File: src/rtl/mem_stage_lsu_pkg.sv
// Shared MEM-stage definitions: func3 encodings, LSU state encoding, pipeline payloads.
package mem_stage_lsu_pkg;

  localparam int unsigned XLEN = 32;
  localparam int unsigned BE_W = 4;
  localparam int unsigned WD_W = 5;

  localparam logic [2:0] F3_B  = 3'b000;
  localparam logic [2:0] F3_H  = 3'b001;
  localparam logic [2:0] F3_W  = 3'b010;
  localparam logic [2:0] F3_BU = 3'b100;
  localparam logic [2:0] F3_HU = 3'b101;

  typedef enum logic [1:0] {
    IDLE,
    WAIT_GNT,
    WAIT_RDATA
  } lsu_state_e;

  // EX/MEM memory-access fields as carried by the pipeline register
  typedef struct packed {
    logic            mem_read;
    logic            mem_write;
    logic [2:0]      func3;
    logic [XLEN-1:0] alu_result;
    logic [XLEN-1:0] rd_two;
  } ex_mem_acc_t;

  typedef struct packed {
    logic [BE_W-1:0] be;
    logic [XLEN-1:0] wdata;
  } dm_lane_t;

endpackage

File: src/rtl/mem_stage_lsu_align.sv
// Byte-lane steering, load extraction/extension and access legality decode.
module lsu_align
  import mem_stage_lsu_pkg::*;
(
  input  logic            mem_read,
  input  logic            mem_write,
  input  logic [2:0]      func3,
  input  logic [1:0]      addr_lo,
  input  logic [XLEN-1:0] store_data,
  input  logic [XLEN-1:0] rdata,
  output dm_lane_t        lane,
  output logic [XLEN-1:0] load_data,
  output logic            legal
);

  logic [XLEN-1:0] rd_shift;
  logic [7:0]      rd_byte;
  logic [15:0]     rd_half;
  logic            f3_ok_rd;
  logic            f3_ok_wr;
  logic            misaligned;

  // Size is func3[1:0] for both loads and stores
  always_comb begin
    lane = '0;
    case (func3[1:0])
      2'b00: begin
        lane.be    = BE_W'(4'b0001 << addr_lo);
        lane.wdata = {4{store_data[7:0]}};
      end
      2'b01: begin
        lane.be    = addr_lo[1] ? 4'b1100 : 4'b0011;
        lane.wdata = {2{store_data[15:0]}};
      end
      2'b10: begin
        lane.be    = 4'b1111;
        lane.wdata = store_data;
      end
      default: lane = '0;
    endcase
  end

  always_comb begin
    rd_shift  = rdata >> {addr_lo, 3'b000};
    rd_byte   = rd_shift[7:0];
    rd_half   = addr_lo[1] ? rdata[31:16] : rdata[15:0];
    load_data = '0;
    case (func3)
      F3_B:    load_data = {{24{rd_byte[7]}}, rd_byte};
      F3_H:    load_data = {{16{rd_half[15]}}, rd_half};
      F3_W:    load_data = rdata;
      F3_BU:   load_data = {24'd0, rd_byte};
      F3_HU:   load_data = {16'd0, rd_half};
      default: load_data = '0;
    endcase
  end

  always_comb begin
    f3_ok_rd   = (func3 == F3_B) || (func3 == F3_H) || (func3 == F3_W) ||
                 (func3 == F3_BU) || (func3 == F3_HU);
    f3_ok_wr   = (func3 == F3_B) || (func3 == F3_H) || (func3 == F3_W);
    misaligned = ((func3[1:0] == 2'b01) && addr_lo[0]) ||
                 ((func3[1:0] == 2'b10) && (addr_lo != 2'b00));
    legal      = (mem_read ^ mem_write) && (mem_read ? f3_ok_rd : f3_ok_wr) && !misaligned;
  end

endmodule

File: src/rtl/mem_stage_lsu.sv
// MEM-stage load/store unit: req/gnt/rvalid handshake FSM, watchdog and pipeline stall.
module mem_stage_lsu
  import mem_stage_lsu_pkg::*;
#(
  parameter int unsigned DM_AW       = 9,
  parameter int unsigned TIMEOUT_CYC = 16
) (
  input  logic             clk,
  input  logic             rst_n,
  input  logic             mem_read,
  input  logic             mem_write,
  input  logic [2:0]       func3,
  input  logic [XLEN-1:0]  addr,
  input  logic [XLEN-1:0]  store_data,
  output logic             dm_req,
  output logic             dm_we,
  output logic [DM_AW-1:0] dm_addr,
  output logic [BE_W-1:0]  dm_be,
  output logic [XLEN-1:0]  dm_wdata,
  input  logic             dm_gnt,
  input  logic             dm_rvalid,
  input  logic [XLEN-1:0]  dm_rdata,
  output logic [XLEN-1:0]  load_data,
  output logic             done,
  output logic             stall,
  output logic             access_err,
  output logic             bus_err
);

  lsu_state_e      state_q, state_d;
  logic [WD_W-1:0] wd_cnt_q, wd_cnt_d;
  dm_lane_t        lane;
  logic [XLEN-1:0] ext_data;
  logic            legal;
  logic            access_c;
  logic            timeout_c;
  logic            unused_addr_hi;

  lsu_align u_align (
    .mem_read   (mem_read),
    .mem_write  (mem_write),
    .func3      (func3),
    .addr_lo    (addr[1:0]),
    .store_data (store_data),
    .rdata      (dm_rdata),
    .lane       (lane),
    .load_data  (ext_data),
    .legal      (legal)
  );

  assign unused_addr_hi = ^addr[XLEN-1:DM_AW];
  assign access_c       = mem_read | mem_write;
  assign timeout_c      = (wd_cnt_q == WD_W'(TIMEOUT_CYC - 1));
  assign dm_addr        = {addr[DM_AW-1:2], 2'b00};
  assign dm_be          = lane.be;
  assign dm_wdata       = lane.wdata;

  always_ff @(posedge clk or negedge rst_n) begin
    if (!rst_n) begin
      state_q  <= IDLE;
      wd_cnt_q <= '0;
    end else begin
      state_q  <= state_d;
      wd_cnt_q <= wd_cnt_d;
    end
  end

  always_comb begin
    state_d    = state_q;
    wd_cnt_d   = '0;
    dm_req     = 1'b0;
    dm_we      = 1'b0;
    done       = 1'b0;
    stall      = 1'b0;
    load_data  = '0;
    access_err = 1'b0;
    bus_err    = 1'b0;
    case (state_q)
      IDLE: begin
        if (access_c && !legal) begin
          access_err = 1'b1;
          done       = 1'b1;
        end else if (access_c) begin
          dm_req = 1'b1;
          dm_we  = mem_write;
          if (mem_write && dm_gnt) begin
            done = 1'b1;
          end else begin
            stall   = 1'b1;
            state_d = (mem_read && dm_gnt) ? WAIT_RDATA : WAIT_GNT;
          end
        end
      end
      WAIT_GNT: begin
        wd_cnt_d = wd_cnt_q + WD_W'(1);
        if (dm_gnt && mem_write) begin
          dm_req  = 1'b1;
          dm_we   = 1'b1;
          done    = 1'b1;
          state_d = IDLE;
        end else if (timeout_c) begin
          bus_err = 1'b1;
          done    = 1'b1;
          state_d = IDLE;
        end else begin
          dm_req = 1'b1;
          dm_we  = mem_write;
          stall  = 1'b1;
          if (dm_gnt) state_d = WAIT_RDATA;
        end
      end
      WAIT_RDATA: begin
        wd_cnt_d = wd_cnt_q + WD_W'(1);
        if (dm_rvalid) begin
          done      = 1'b1;
          load_data = ext_data;
          state_d   = IDLE;
        end else if (timeout_c) begin
          bus_err = 1'b1;
          done    = 1'b1;
          state_d = IDLE;
        end else begin
          stall = 1'b1;
        end
      end
      default: state_d = IDLE;
    endcase
    if (state_d == IDLE) wd_cnt_d = '0;
    // Outputs fall immediately when reset asserts, even with a live access on the inputs
    if (!rst_n) begin
      dm_req     = 1'b0;
      dm_we      = 1'b0;
      done       = 1'b0;
      stall      = 1'b0;
      load_data  = '0;
      access_err = 1'b0;
      bus_err    = 1'b0;
    end
  end

endmodule

File: config.mk
export PLATFORM = sky130hd
export DESIGN_NAME = mem_stage_lsu
export DESIGN_NICKNAME = d
export VERILOG_FILES = /design/src/rtl/mem_stage_lsu_pkg.sv /design/src/rtl/mem_stage_lsu_align.sv /design/src/rtl/mem_stage_lsu.sv
export SDC_FILE = /design/constraint.sdc
export NUM_CORES = 1
export LEC_CHECK = 0
export ABC_AREA = 1
export CAP_MARGIN = 20
export CORE_ASPECT_RATIO = 0.8
export CORE_MARGIN = 5
export CORE_UTILIZATION = 50
export DETAILED_ROUTE_END_ITERATION = 8
export DONT_BUFFER_PORTS = 1
export GPL_ROUTABILITY_DRIVEN = 0
export PLACE_DENSITY = 0.7
export SETUP_SLACK_MARGIN = 0.4
export SLEW_MARGIN = 20
export SYNTH_ARGS = -nofsm -noshare
export SYNTH_HDL_FRONTEND = slang
export SYNTH_SLANG_ARGS = --single-unit
File: constraint.sdc
create_clock -name clk -period 1.9 [get_ports clk]
set_clock_uncertainty 0.1 [all_clocks]
set_input_delay 0.38 -clock clk [delete_from_list [all_inputs] [get_ports clk]]
set_output_delay 0.38 -clock clk [all_outputs]
set_load 0.01 [all_outputs]
==> results of run 1 <==
==> metal layers <==
| layer | up-vias | GRT usage (%) |
|---|---|---|
| met5 | - | 0 |
| met1 | 1256 | 32.38 |
| met2 | 238 | 56.04 |
| met3 | 76 | 5.616 |
| met4 | 0 | 9.013 |
| li1 | 1194 | - |
==> area by class of cell <==
| type | count | area share [%] |
|---|---|---|
| Timing Repair Buffer | 46 | 16.28 |
| Inverter | 49 | 8.179 |
| Multi-Input combinational cell | 264 | 66.89 |
| Clock buffer | 4 | 1.416 |
| Tap cell | 44 | 1.730 |
| Sequential cell | 7 | 5.505 |
==> where the power goes <==
group | total, mW | internal [mW] | switching (mW)
Sequential | 0.207 | 0.180 | 0.0265
Combinational | 1.43 | 0.566 | 0.860
Clock | 0.218 | 0.146 | 0.0721
==> layout by cell type (no fill, tap or decap), types with 5 or more instances in the layout <==
cell and count:
sky130_fd_sc_hd__a21oi_2 26, sky130_fd_sc_hd__a21oi_4 13, sky130_fd_sc_hd__a22oi_1 11, sky130_fd_sc_hd__buf_12 7, sky130_fd_sc_hd__buf_4 29, sky130_fd_sc_hd__dfrtp_1 7
sky130_fd_sc_hd__inv_1 28, sky130_fd_sc_hd__inv_2 12, sky130_fd_sc_hd__inv_4 5, sky130_fd_sc_hd__nand2_1 38, sky130_fd_sc_hd__nand2_2 14, sky130_fd_sc_hd__nand2_4 14
sky130_fd_sc_hd__nand3_1 7, sky130_fd_sc_hd__nor2_1 27, sky130_fd_sc_hd__nor2_2 5, sky130_fd_sc_hd__nor2_4 23, sky130_fd_sc_hd__o211ai_1 10, sky130_fd_sc_hd__o21ai_0 19
sky130_fd_sc_hd__o21ai_1 8, sky130_fd_sc_hd__o21ai_2 10, sky130_fd_sc_hd__o22ai_1 7
==> critical path, delay by kind of cell, from the launching register on <==
kind,cells,cell delay [ns]
compound gates,2,0.19
simple gates,3,0.41
fa+ha+maj,2,0.40
flops,1,0.35
buf+inv,1,0.05
==> metrics by stage <==
stage	power [mW]	util, %	std cells	setup slack [ns]
4_1_cts	1.598	71.85	404	-0.1403
6_report	1.851	85.34	414	-0.2148
2_1_floorplan	0.9203	-	344	0.1162
3_3_place_gp	1.083	60.50	385	0.05019
5_1_grt	1.966	85.34	414	-0.2835
3_5_place_dp	1.092	60.50	385	0.03477
==> path summary, 6_finish.rpt <==
path	from	end	depth (start not counted)
setup / recovery	wd_cnt_q[1]	done	8
min in group clk	wd_cnt_q[3]	wd_cnt_q[3]	3
hold / removal	rst_n	state_q[1]	1
max in group asynchronous	rst_n	wd_cnt_q[0]	1
hold reg to reg	wd_cnt_q[3]	wd_cnt_q[3]	3
setup reg to reg	wd_cnt_q[0]	wd_cnt_q[4]	12
==> what timing repair did <==
item / CTS / global route
pin swaps: 17 / 29
gates cloned: 1 / 3
hold endpoints to repair: 7 / 0
gates resized for setup: 74 / 90
buffers inserted: 13 / 7
hold buffers: 1 / 0
setup endpoints to repair: 65 / 68
==> state kept, by name, summed over array words and instances, names as in the netlist <==
name	flops
wd_cnt_q	5
state_q	2
==> cells by family (layout without fill, tap and decap cells) <==
logic type	Yosys count	after routing	share of synthesized area (%)
fa+ha+maj	7	7	4.614
compound gates	114	114	35.20
simple gates	141	141	32.30
flops	7	7	9.229
buf+inv	73	99	18.46
other cells	1	2	0.1976
==> flow_metrics.tcl, run 1 <==
set metrics [dict create \
    asyncSetResetFlopFracSynth_pct 100.0 \
    crit_required_ns 1.42 \
    worst_setup_path_end_kind "output pin" \
    n_fill_cell 181 \
    clk_pin_slew_ns 0.05 \
    synthCells 343 \
    synthFlopType "sky130_fd_sc_hd__dfrtp_1" \
    die_width_um 78.89 \
    gr-usage-all-layers_pct 29.16 \
    critPathMaxFanout 5 \
    routed-via-count 2764 \
    postSynthAreaPerCell_sq_um 5.534 \
    synthTopCellsByCount "sky130_fd_sc_hd__nand2_1, sky130_fd_sc_hd__nor2_1, sky130_fd_sc_hd__inv_1" \
    cp_data_arrival_time_ns 1.63 \
    timing.final.max_slew_violations 0 \
    wirelength_mm 9.429 \
    path_cells "ha_2 -> nand2_2 -> nor2_2 -> ha_2 -> inv_4 -> a21oi_2 -> a21oi_2 -> nor3_4" \
    synth-seq-area-share_pct 9.229 \
    worstHoldPathType "in2async" \
    cell_pwr_density_mw_per_mm2 581.6 \
    postPlaceCellArea_sq_mm 0.002256 \
    ir_drop_uv 506.8 \
    die_height_um 65.11 \
    numCtsBuffers 3 \
    drt_iter0_drc 298 \
    share_of_the_cycle_needed_by_the_critical_path_after_routing_pct 111.3 \
    period_minus_slack_ns 2.115 \
    synth-seq-cells 7 \
    grt_pass1_vias 2516 \
    worstSetupPathType "reg2out" \
    regArea_sq_um 175.2 \
    failing_checks "setup timing" \
    timing_hold_violations_final 0 \
    area_growth_syn_to_layout_pct 67.63 \
    cts_tree "built" \
    floorplan.initialDensity_pct 50.91 \
    met3WireLength_mm 1.032 \
    grt_first_pass_wirelength_mm 12.19 \
    clock_tree.buffer_depth 2 \
    dp_hpwl_mm 5.598 \
    synth_enable_flop_cells 0 \
    crit_path_top_delay_cell "sky130_fd_sc_hd__dfrtp_1" \
    synth.distinct_cells 32 \
    worst-r2r-setup-slack_ns 0.07 \
    clk_root_buffer_cell "sky130_fd_sc_hd__clkbuf_8" \
    final.setup.worst_slack_ns -0.2148 \
    finalSetupTns_ns -2.611 \
    run_status "complete, but fails checks" \
    startpoint_type "register" \
    port_buffers 0 \
    floorplan.core_area_sq_mm 0.003729 \
    via_per_inst 6.676 \
    maxClockFrequency_ghz 0.4728 \
    netlist_area_sq_mm 0.001898 \
    final_design_area_no_fill_sq_mm 0.003182 \
    detailroute.wirelength.met2_mm 4.623 \
    largest_net_degree_at_the_start_of_global_routing 33 \
    h-tree-depth 1 \
    dr.max_layer_used "met4" \
    synth_area_leader_cell "sky130_fd_sc_hd__nand2_1" \
    fraction_of_layout_instances_using_a_drive_strength_above_1_pct 53.24 \
    n_antenna_cell 0 \
    top_level_ports 188 \
    number_of_antenna_violations_at_the_first_check_in_global_routing 0 \
    synth_largest_type_area_fraction_pct 12.06 \
    gr-total-overflow 0 \
    multiInputGateArea_sq_mm 0.002128 \
    detail_route.wl_per_cell_um 22.78 \
    design.die.area_sq_mm 0.005136 \
    drt_pass1_iterations 6 \
    synth.yosys.warnings 0 \
    maxCapViolations 0 \
    hold-worst-slack_ns 0.3851 \
    cellLeakagePower_nw 1.253 \
    postRouteAntennaNets 0 \
    floorplan.rows 20 \
    synth.most_common_cell "sky130_fd_sc_hd__nand2_1" \
    synth_area_leaders "sky130_fd_sc_hd__nand2_1, sky130_fd_sc_hd__o21ai_0, sky130_fd_sc_hd__nor2_1" \
    wl_met1_mm 3.191 \
    clock-sinks 7 \
    worst_skew_pair.late_latency_ns 0.23 \
    timing.critical_path.slowest_cell_delay_ns 0.35 \
    final-setup-viol-count 37 \
    final_nets 483 \
    setup_repair_after_global_routing_missed_its_margin "yes" \
    route.detailed.drc 0 \
]
Note: power is estimated with default switching activity, not from simulation.
==> inputs of run 2 (changes only) <==
Settings changed: ABC_AREA 1 to 0.
==> run 2 against run 1 <==
- the flow still finishes with violations (setup timing)
- critical path depth down 1
- critical endpoint is now load_data[31]
- maximum frequency is 0.18% higher
- total power is 3.5% lower
- count of clock-buffer cells in the layout stayed put
- wire length fell by 8.5%
- worst hold slack worse by 0.018 ns
- area after synthesis decreased by 1.6%
- final cell count shrank 21%
==> flow_metrics.tcl, run 2 <==
set metrics [dict create \
    run_status "complete, but fails checks" \
    failing_checks "setup timing" \
    clock_tree.buffer_depth 2 \
    largest_net_degree_at_the_start_of_global_routing 35 \
    ir_drop_uv 781.8 \
    maxCapViolations 0 \
    critPathMaxFanout 5 \
    h-tree-depth 1 \
    final-setup-viol-count 42 \
    via_per_inst 7.162 \
    routing_usage_on_met2_pct 51.60 \
    final_nets 398 \
    setup_repair_after_global_routing_missed_its_margin "yes" \
    timing_hold_violations_final 0 \
    worst-r2r-setup-slack_ns -0.17 \
    most_used_cells_in_the_layout_excluding_fill_and_tap_cells "sky130_fd_sc_hd__a21oi_4, sky130_fd_sc_hd__nand2_1, sky130_fd_sc_hd__buf_4, sky130_fd_sc_hd__a21oi_2, sky130_fd_sc_hd__a21o_1" \
    share_of_the_cycle_needed_by_the_critical_path_after_routing_pct 111.1 \
    drt_pass1_iterations 4 \
    asyncSetResetFlopFracSynth_pct 100.0 \
    startpoint_type "register" \
    crit_path_top_delay_cell "sky130_fd_sc_hd__dfrtp_1" \
    cell_pwr_density_mw_per_mm2 571.7 \
    gr-total-overflow 0 \
    timing.critical_path.slowest_cell_delay_ns 0.41 \
    top_usage_layer "met2" \
    rr_endpoint "wd_cnt_q[2]" \
    cellLeakagePower_nw 1.153 \
    groute.layer.met1.usage_pct 33.62 \
    floorplan.initialDensity_pct 53.09 \
    synthFlopType "sky130_fd_sc_hd__dfrtp_1" \
    final.setup.worst_slack_ns -0.2111 \
    clk_pin_slew_ns 0.04 \
    synth-seq-cells 7 \
    route.detailed.drc 0 \
    synth_enable_flop_cells 0 \
    worstHoldPathType "reg2reg" \
    floorplan.core_area_sq_mm 0.003518 \
    floorplan.rows 19 \
    fraction_of_layout_instances_using_a_drive_strength_above_1_pct 57.89 \
    grt_first_pass_wirelength_mm 12.30 \
    worst_setup_path_end_kind "output pin" \
    synth-seq-area-share_pct 9.377 \
    number_of_antenna_violations_at_the_first_check_in_global_routing 0 \
    numCtsBuffers 3 \
    largest-register "wd_cnt_q" \
    die_height_um 64.67 \
    synthTopCellsByCount "sky130_fd_sc_hd__a21oi_1, sky130_fd_sc_hd__nand2_1, sky130_fd_sc_hd__nor2_1" \
    grt_pass1_vias 2357 \
    synth.yosys.warnings 0 \
    layoutNonFillerInstCount 327 \
    drt_iter0_drc 247 \
    worst-r2r-cell-count 8 \
    area_growth_syn_to_layout_pct 67.18 \
    worst_skew_pair.late_latency_ns 0.23 \
    timing.final.max_slew_violations 0 \
    netlist_area_sq_mm 0.001868 \
    synthCells 269 \
    crit_required_ns 1.42 \
    clock-sinks 7 \
    use_met3_pct 11.77 \
    postRouteAntennaNets 0 \
    clk_root_buffer_cell "sky130_fd_sc_hd__clkbuf_8" \
    die_width_um 78.34 \
    flip_flop_count_of_the_largest_register_all_copies_and_words_added 5 \
    synth_area_leaders "sky130_fd_sc_hd__a21oi_1, sky130_fd_sc_hd__mux4_2, sky130_fd_sc_hd__dfrtp_1" \
    synth_largest_type_area_fraction_pct 12.06 \
    rr_startpoint "state_q[0]" \
    dp_hpwl_mm 5.444 \
    synth.distinct_cells 47 \
    final_core_utilization_pct 88.76 \
    layout.cells.most_common "sky130_fd_sc_hd__a21oi_4" \
    port_buffers 0 \
    synth_area_leader_cell "sky130_fd_sc_hd__a21oi_1" \
    hold_depth 1 \
    top_level_ports 188 \
    cts_tree "built" \
    pwr_total_mw 1.785 \
    postSynthAreaPerCell_sq_um 6.944 \
    hold-worst-slack_ns 0.3667 \
    maxClockFrequency_ghz 0.4737 \
    wirelength_mm 8.625 \
    detail_route.wl_per_cell_um 26.38 \
    n_antenna_cell 0 \
    worstSetupPathType "reg2out" \
    placed_cell_count 301 \
    cp_data_arrival_time_ns 1.63 \
    registers_with_the_highest_flip_flop_counts "wd_cnt_q (5), state_q (2)" \
    routed-via-count 2342 \
    holdCritStartpoint "wd_cnt_q[0]" \
    period_minus_slack_ns 2.111 \
    gr-usage-all-layers_pct 30.11 \
    synth.most_common_cell "sky130_fd_sc_hd__a21oi_1" \
    timing.hold.worst_endpoint "wd_cnt_q[0]" \
    path_cells "inv_2 -> ha_4 -> nand4_1 -> buf_6 -> buf_12 -> a21oi_2 -> buf_4" \
    design.die.area_sq_mm 0.005066 \
]
-- run 2: logic make-up after synthesis --
family | count (synthesis) | share of synthesized area, %
fa+ha+maj | 7 | 4.688
buf+inv | 44 | 11.59
mux | 17 | 14.53
flops | 7 | 9.377
compound gates | 108 | 36.97
other cells | 1 | 0.2007
xor+xnor | 2 | 0.9379
simple gates | 83 | 21.70
-- run 2: power breakdown --
group,switching [mW],internal [mW]
Clock,0.0661,0.145
Sequential,0.0321,0.181
Combinational,0.725,0.636
Total,0.823,0.962
-- run 2: cell type report --
type | count | area, sq um
well taps | 42 | 52.55
inverters | 16 | 105.1
multi-input cells | 219 | 2293
flip-flops and latches | 7 | 175.2
fillers | 153 | 395.4
clock buffers | 4 | 45.04
repair buffers | 39 | 451.7
-- run 2: critical path, delay by kind of cell, from the launching register on --
family,cells,cell delay (ns)
AOI/OAI and AO/OA,1,0.09
adders and majority gates,1,0.16
and+or+nand+nor,1,0.13
DFF,1,0.41
buffers and inverters,4,0.61
-- run 2: through the flow --
stage / area [sq um] / setup slack, ns / TNS, ns
2_1_floorplan: 2417 / -0.05787 / -1.062
3_3_place_gp: 2327 / 0.003182 / 0
3_5_place_dp: 2327 / -0.001317 / -0.001317
4_1_cts: 2869 / -0.1020 / -1.216
5_1_grt: 3123 / -0.2689 / -8.015
6_report: 3123 / -0.2111 / -5.808
-- run 2: timing repair --
action                                  4_1_cts  5_1_grt
hold endpoints to repair                      7        0
gates resized for setup                      72       39
cloned                                        3        3
buffers inserted                             13        2
pin swaps                                    20       25
hold buffers                                  1        0
endpoints found under the setup margin       69       64
-- run 2: routing by layer --
layer | vias up | part of all wire (%)
li1 | 995 | -
met1 | 1112 | 34
met2 | 193 | 49
met3 | 42 | 12
met4 | 0 | 5.1
met5 | - | 0
-- run 2: how the worst max path moves through the flow --
stage	cells after the start	endpoint	start	slack [ns]
2_1_floorplan	6	load_data[15]	addr[1]	-0.06
3_3_place_gp	4	stall	func3[2]	0.003
3_5_place_dp	7	wd_cnt_q[0]	mem_read	-0.001
4_1_cts	6	stall	state_q[0]	-0.10
5_1_grt	7	load_data[31]	state_q[1]	-0.27
6_report	7	load_data[31]	state_q[0]	-0.21
==> inputs of run 3 (changes only) <==
Settings changed: SKIP_LAST_GASP set to 1.
==> run 3 against run 2 <==
- sequential share of layout area increased by 0.084 points
- register-to-register slack better by 0.04 ns
- largest power group unchanged
- sequential power about the same
- non-clock buffer count is the same
- critical path depth fell by 1
- combinational power about the same
- maximum frequency up 4.0%
- the run still ends with setup timing left
- critical path type unchanged
- worst setup slack improved by 0.081 ns
==> flow_metrics.tcl, run 3 (synthesized netlist as in run 2, its figures left out) <==
set metrics [dict create \
    run_status "complete, but fails checks" \
    failing_checks "setup timing" \
    layout.cells.most_common "sky130_fd_sc_hd__nand2_1" \
    maxCapViolations 0 \
    maxClockFrequency_ghz 0.4925 \
    ir_drop_uv 775.3 \
    numCtsBuffers 3 \
    registers_with_the_highest_flip_flop_counts "wd_cnt_q (5), state_q (2)" \
    power.internal_mw 0.9570 \
    clock-sinks 7 \
    flip_flop_count_of_the_largest_register_all_copies_and_words_added 5 \
    worst_skew_pair.late_latency_ns 0.23 \
    cellLeakagePower_nw 1.131 \
    timing.hold.worst_endpoint "wd_cnt_q[0]" \
    gr-total-overflow 0 \
    clk_pin_slew_ns 0.04 \
    crit_required_ns 1.42 \
    postRouteAntennaNets 0 \
    cell_pwr_density_mw_per_mm2 571.8 \
    clock_power_share_pct 12.1 \
    grt_first_pass_wirelength_mm 12.23 \
    rr_endpoint "wd_cnt_q[2]" \
    largest_net_degree_at_the_start_of_global_routing 35 \
    largest-register "wd_cnt_q" \
    comb_power_share_pct 75.9 \
    layoutNonFillerInstCount 327 \
    worst-r2r-setup-slack_ns -0.13 \
    worstHoldPathType "reg2reg" \
    clock_tree.buffer_depth 2 \
    worstSetupPathType "reg2out" \
    seqPwrFrac_pct 12.0 \
    postPlaceCellArea_sq_mm 0.002327 \
    die_height_um 64.67 \
    n_antenna_cell 0 \
    h-tree-depth 1 \
    final-setup-viol-count 42 \
    routing_usage_on_met2_pct 51.50 \
    use_met3_pct 11.77 \
    grt_pass1_vias 2356 \
    route.detailed.drc 0 \
    via_per_inst 7.046 \
    detail_route.wl_per_cell_um 25.52 \
    top_usage_layer "met2" \
    cts_tree "built" \
    holdCritStartpoint "wd_cnt_q[0]" \
    die_width_um 78.34 \
    drt_pass1_iterations 4 \
    hold_depth 1 \
    final_design_area_no_fill_sq_mm 0.003077 \
    floorplan.initialDensity_pct 53.09 \
    port_buffers 0 \
    fraction_of_layout_instances_using_a_drive_strength_above_1_pct 56.84 \
    n_fill_cell 162 \
    rr_startpoint "state_q[0]" \
    floorplan.rows 19 \
    wirelength_mm 8.344 \
    worst_setup_path_end_kind "output pin" \
    period_minus_slack_ns 2.030 \
    final_core_utilization_pct 87.45 \
    placed_cell_count 301 \
    final_nets 398 \
    final.setup.worst_slack_ns -0.1303 \
    drt_iter0_drc 234 \
    timing.final.max_slew_violations 0 \
    area_growth_syn_to_layout_pct 64.70 \
    share_of_the_cycle_needed_by_the_critical_path_after_routing_pct 106.9 \
    design.die.area_sq_mm 0.005066 \
    gr-usage-all-layers_pct 29.99 \
    dp_hpwl_mm 5.444 \
    netsw_mw 0.8024 \
    setup_repair_after_global_routing_missed_its_margin "yes" \
    timing_hold_violations_final 0 \
    critPathMaxFanout 3 \
    cp_data_arrival_time_ns 1.55 \
    most_used_cells_in_the_layout_excluding_fill_and_tap_cells "sky130_fd_sc_hd__nand2_1, sky130_fd_sc_hd__a21oi_4, sky130_fd_sc_hd__buf_4, sky130_fd_sc_hd__a21oi_2, sky130_fd_sc_hd__a21o_1" \
    startpoint_type "register" \
    groute.layer.met1.usage_pct 33.36 \
    worst-r2r-cell-count 8 \
    floorplan.core_area_sq_mm 0.003518 \
    switching_part_of_the_total_power_pct 45.61 \
    clk_root_buffer_cell "sky130_fd_sc_hd__clkbuf_8" \
    top_level_ports 188 \
    routed-via-count 2304 \
    number_of_antenna_violations_at_the_first_check_in_global_routing 0 \
]
==> run 3: cell count changes in the layout (fill, tap and decap cells not counted) <==
cell and delta:
sky130_fd_sc_hd__o21ai_4 -2, sky130_fd_sc_hd__nand2_4 -2, sky130_fd_sc_hd__clkinv_16 -1, sky130_fd_sc_hd__o21ai_2 +2, sky130_fd_sc_hd__nand2_2 -1, sky130_fd_sc_hd__inv_12 +1
sky130_fd_sc_hd__nand2_1 +3
==> run 3: worst max-delay path, cell delays in order, from the launching register on <==
cell	delay [ns]
sky130_fd_sc_hd__dfrtp_1	0.40
sky130_fd_sc_hd__inv_2	0.11
sky130_fd_sc_hd__ha_4	0.15
sky130_fd_sc_hd__nor2b_4	0.16
sky130_fd_sc_hd__nand4_4	0.12
sky130_fd_sc_hd__o22a_1	0.24
sky130_fd_sc_hd__nor2_2	0.13
==> run 3: worst max path at each step <==
| stage | cells after the start | to | start | slack, ns |
|---|---|---|---|---|
| floorplan | 6 | load_data[15] | addr[1] | -0.06 |
| global placement | 4 | stall | func3[2] | 0.003 |
| detailed placement | 7 | wd_cnt_q[0] | mem_read | -0.001 |
| CTS | 6 | stall | state_q[0] | -0.10 |
| global route | 6 | stall | state_q[0] | -0.22 |
| finish | 6 | stall | state_q[0] | -0.13 |
==> run 3: area by class of cell <==
cell class                 instances  area, sq um  share of cell area (%)
multi-input combinational        219         2261                   73.49
timing repair buffer              39        451.7                   14.68
sequential                         7        175.2                   5.693
inverter                          16        91.34                   2.969
tap                               42        52.55                   1.708
clock buffer                       4        45.04                   1.464
==> run 3: repair_timing <==
action	CTS	global route
gates resized for setup	71	31
setup buffers	13	2
hold endpoints to repair	7	0
pin swaps	20	17
hold buffers	1	0
cloned	3	3
endpoints found under the setup margin	69	64
==> run 3: metrics by stage <==
stage | hold WS, ns | setup TNS, ns | power, mW | setup WS, ns
after detailed placement | -0.01533 | -0.001317 | 1.185 | -0.001317
after global routing | 0.3977 | -5.881 | 1.868 | -0.2225
final | 0.3738 | -2.890 | 1.759 | -0.1303
after floorplan | -0.01559 | -1.062 | 1.050 | -0.05787
after global placement | -0.01537 | 0 | 1.168 | 0.003182
after CTS | 0.3660 | -1.216 | 1.632 | -0.1020
==> run 3: per-layer routing <==
layer  routed length [um]  share of wire, %
met5                    0                 0
met4                  330               4.0
met3                 1017                12
met2                 4264                51
met1                 2731                33
==> run 3: power groups by stage <==
| stage | clock [mW] | combinational (mW) | sequential [mW] |
|---|---|---|---|
| finish | 0.213 | 1.33 | 0.211 |
| global route | 0.229 | 1.42 | 0.216 |
| floorplan | 0 | 0.836 | 0.213 |
| global placement | 0 | 0.953 | 0.216 |
| detailed placement | 0 | 0.969 | 0.216 |
| CTS | 0.213 | 1.21 | 0.208 |
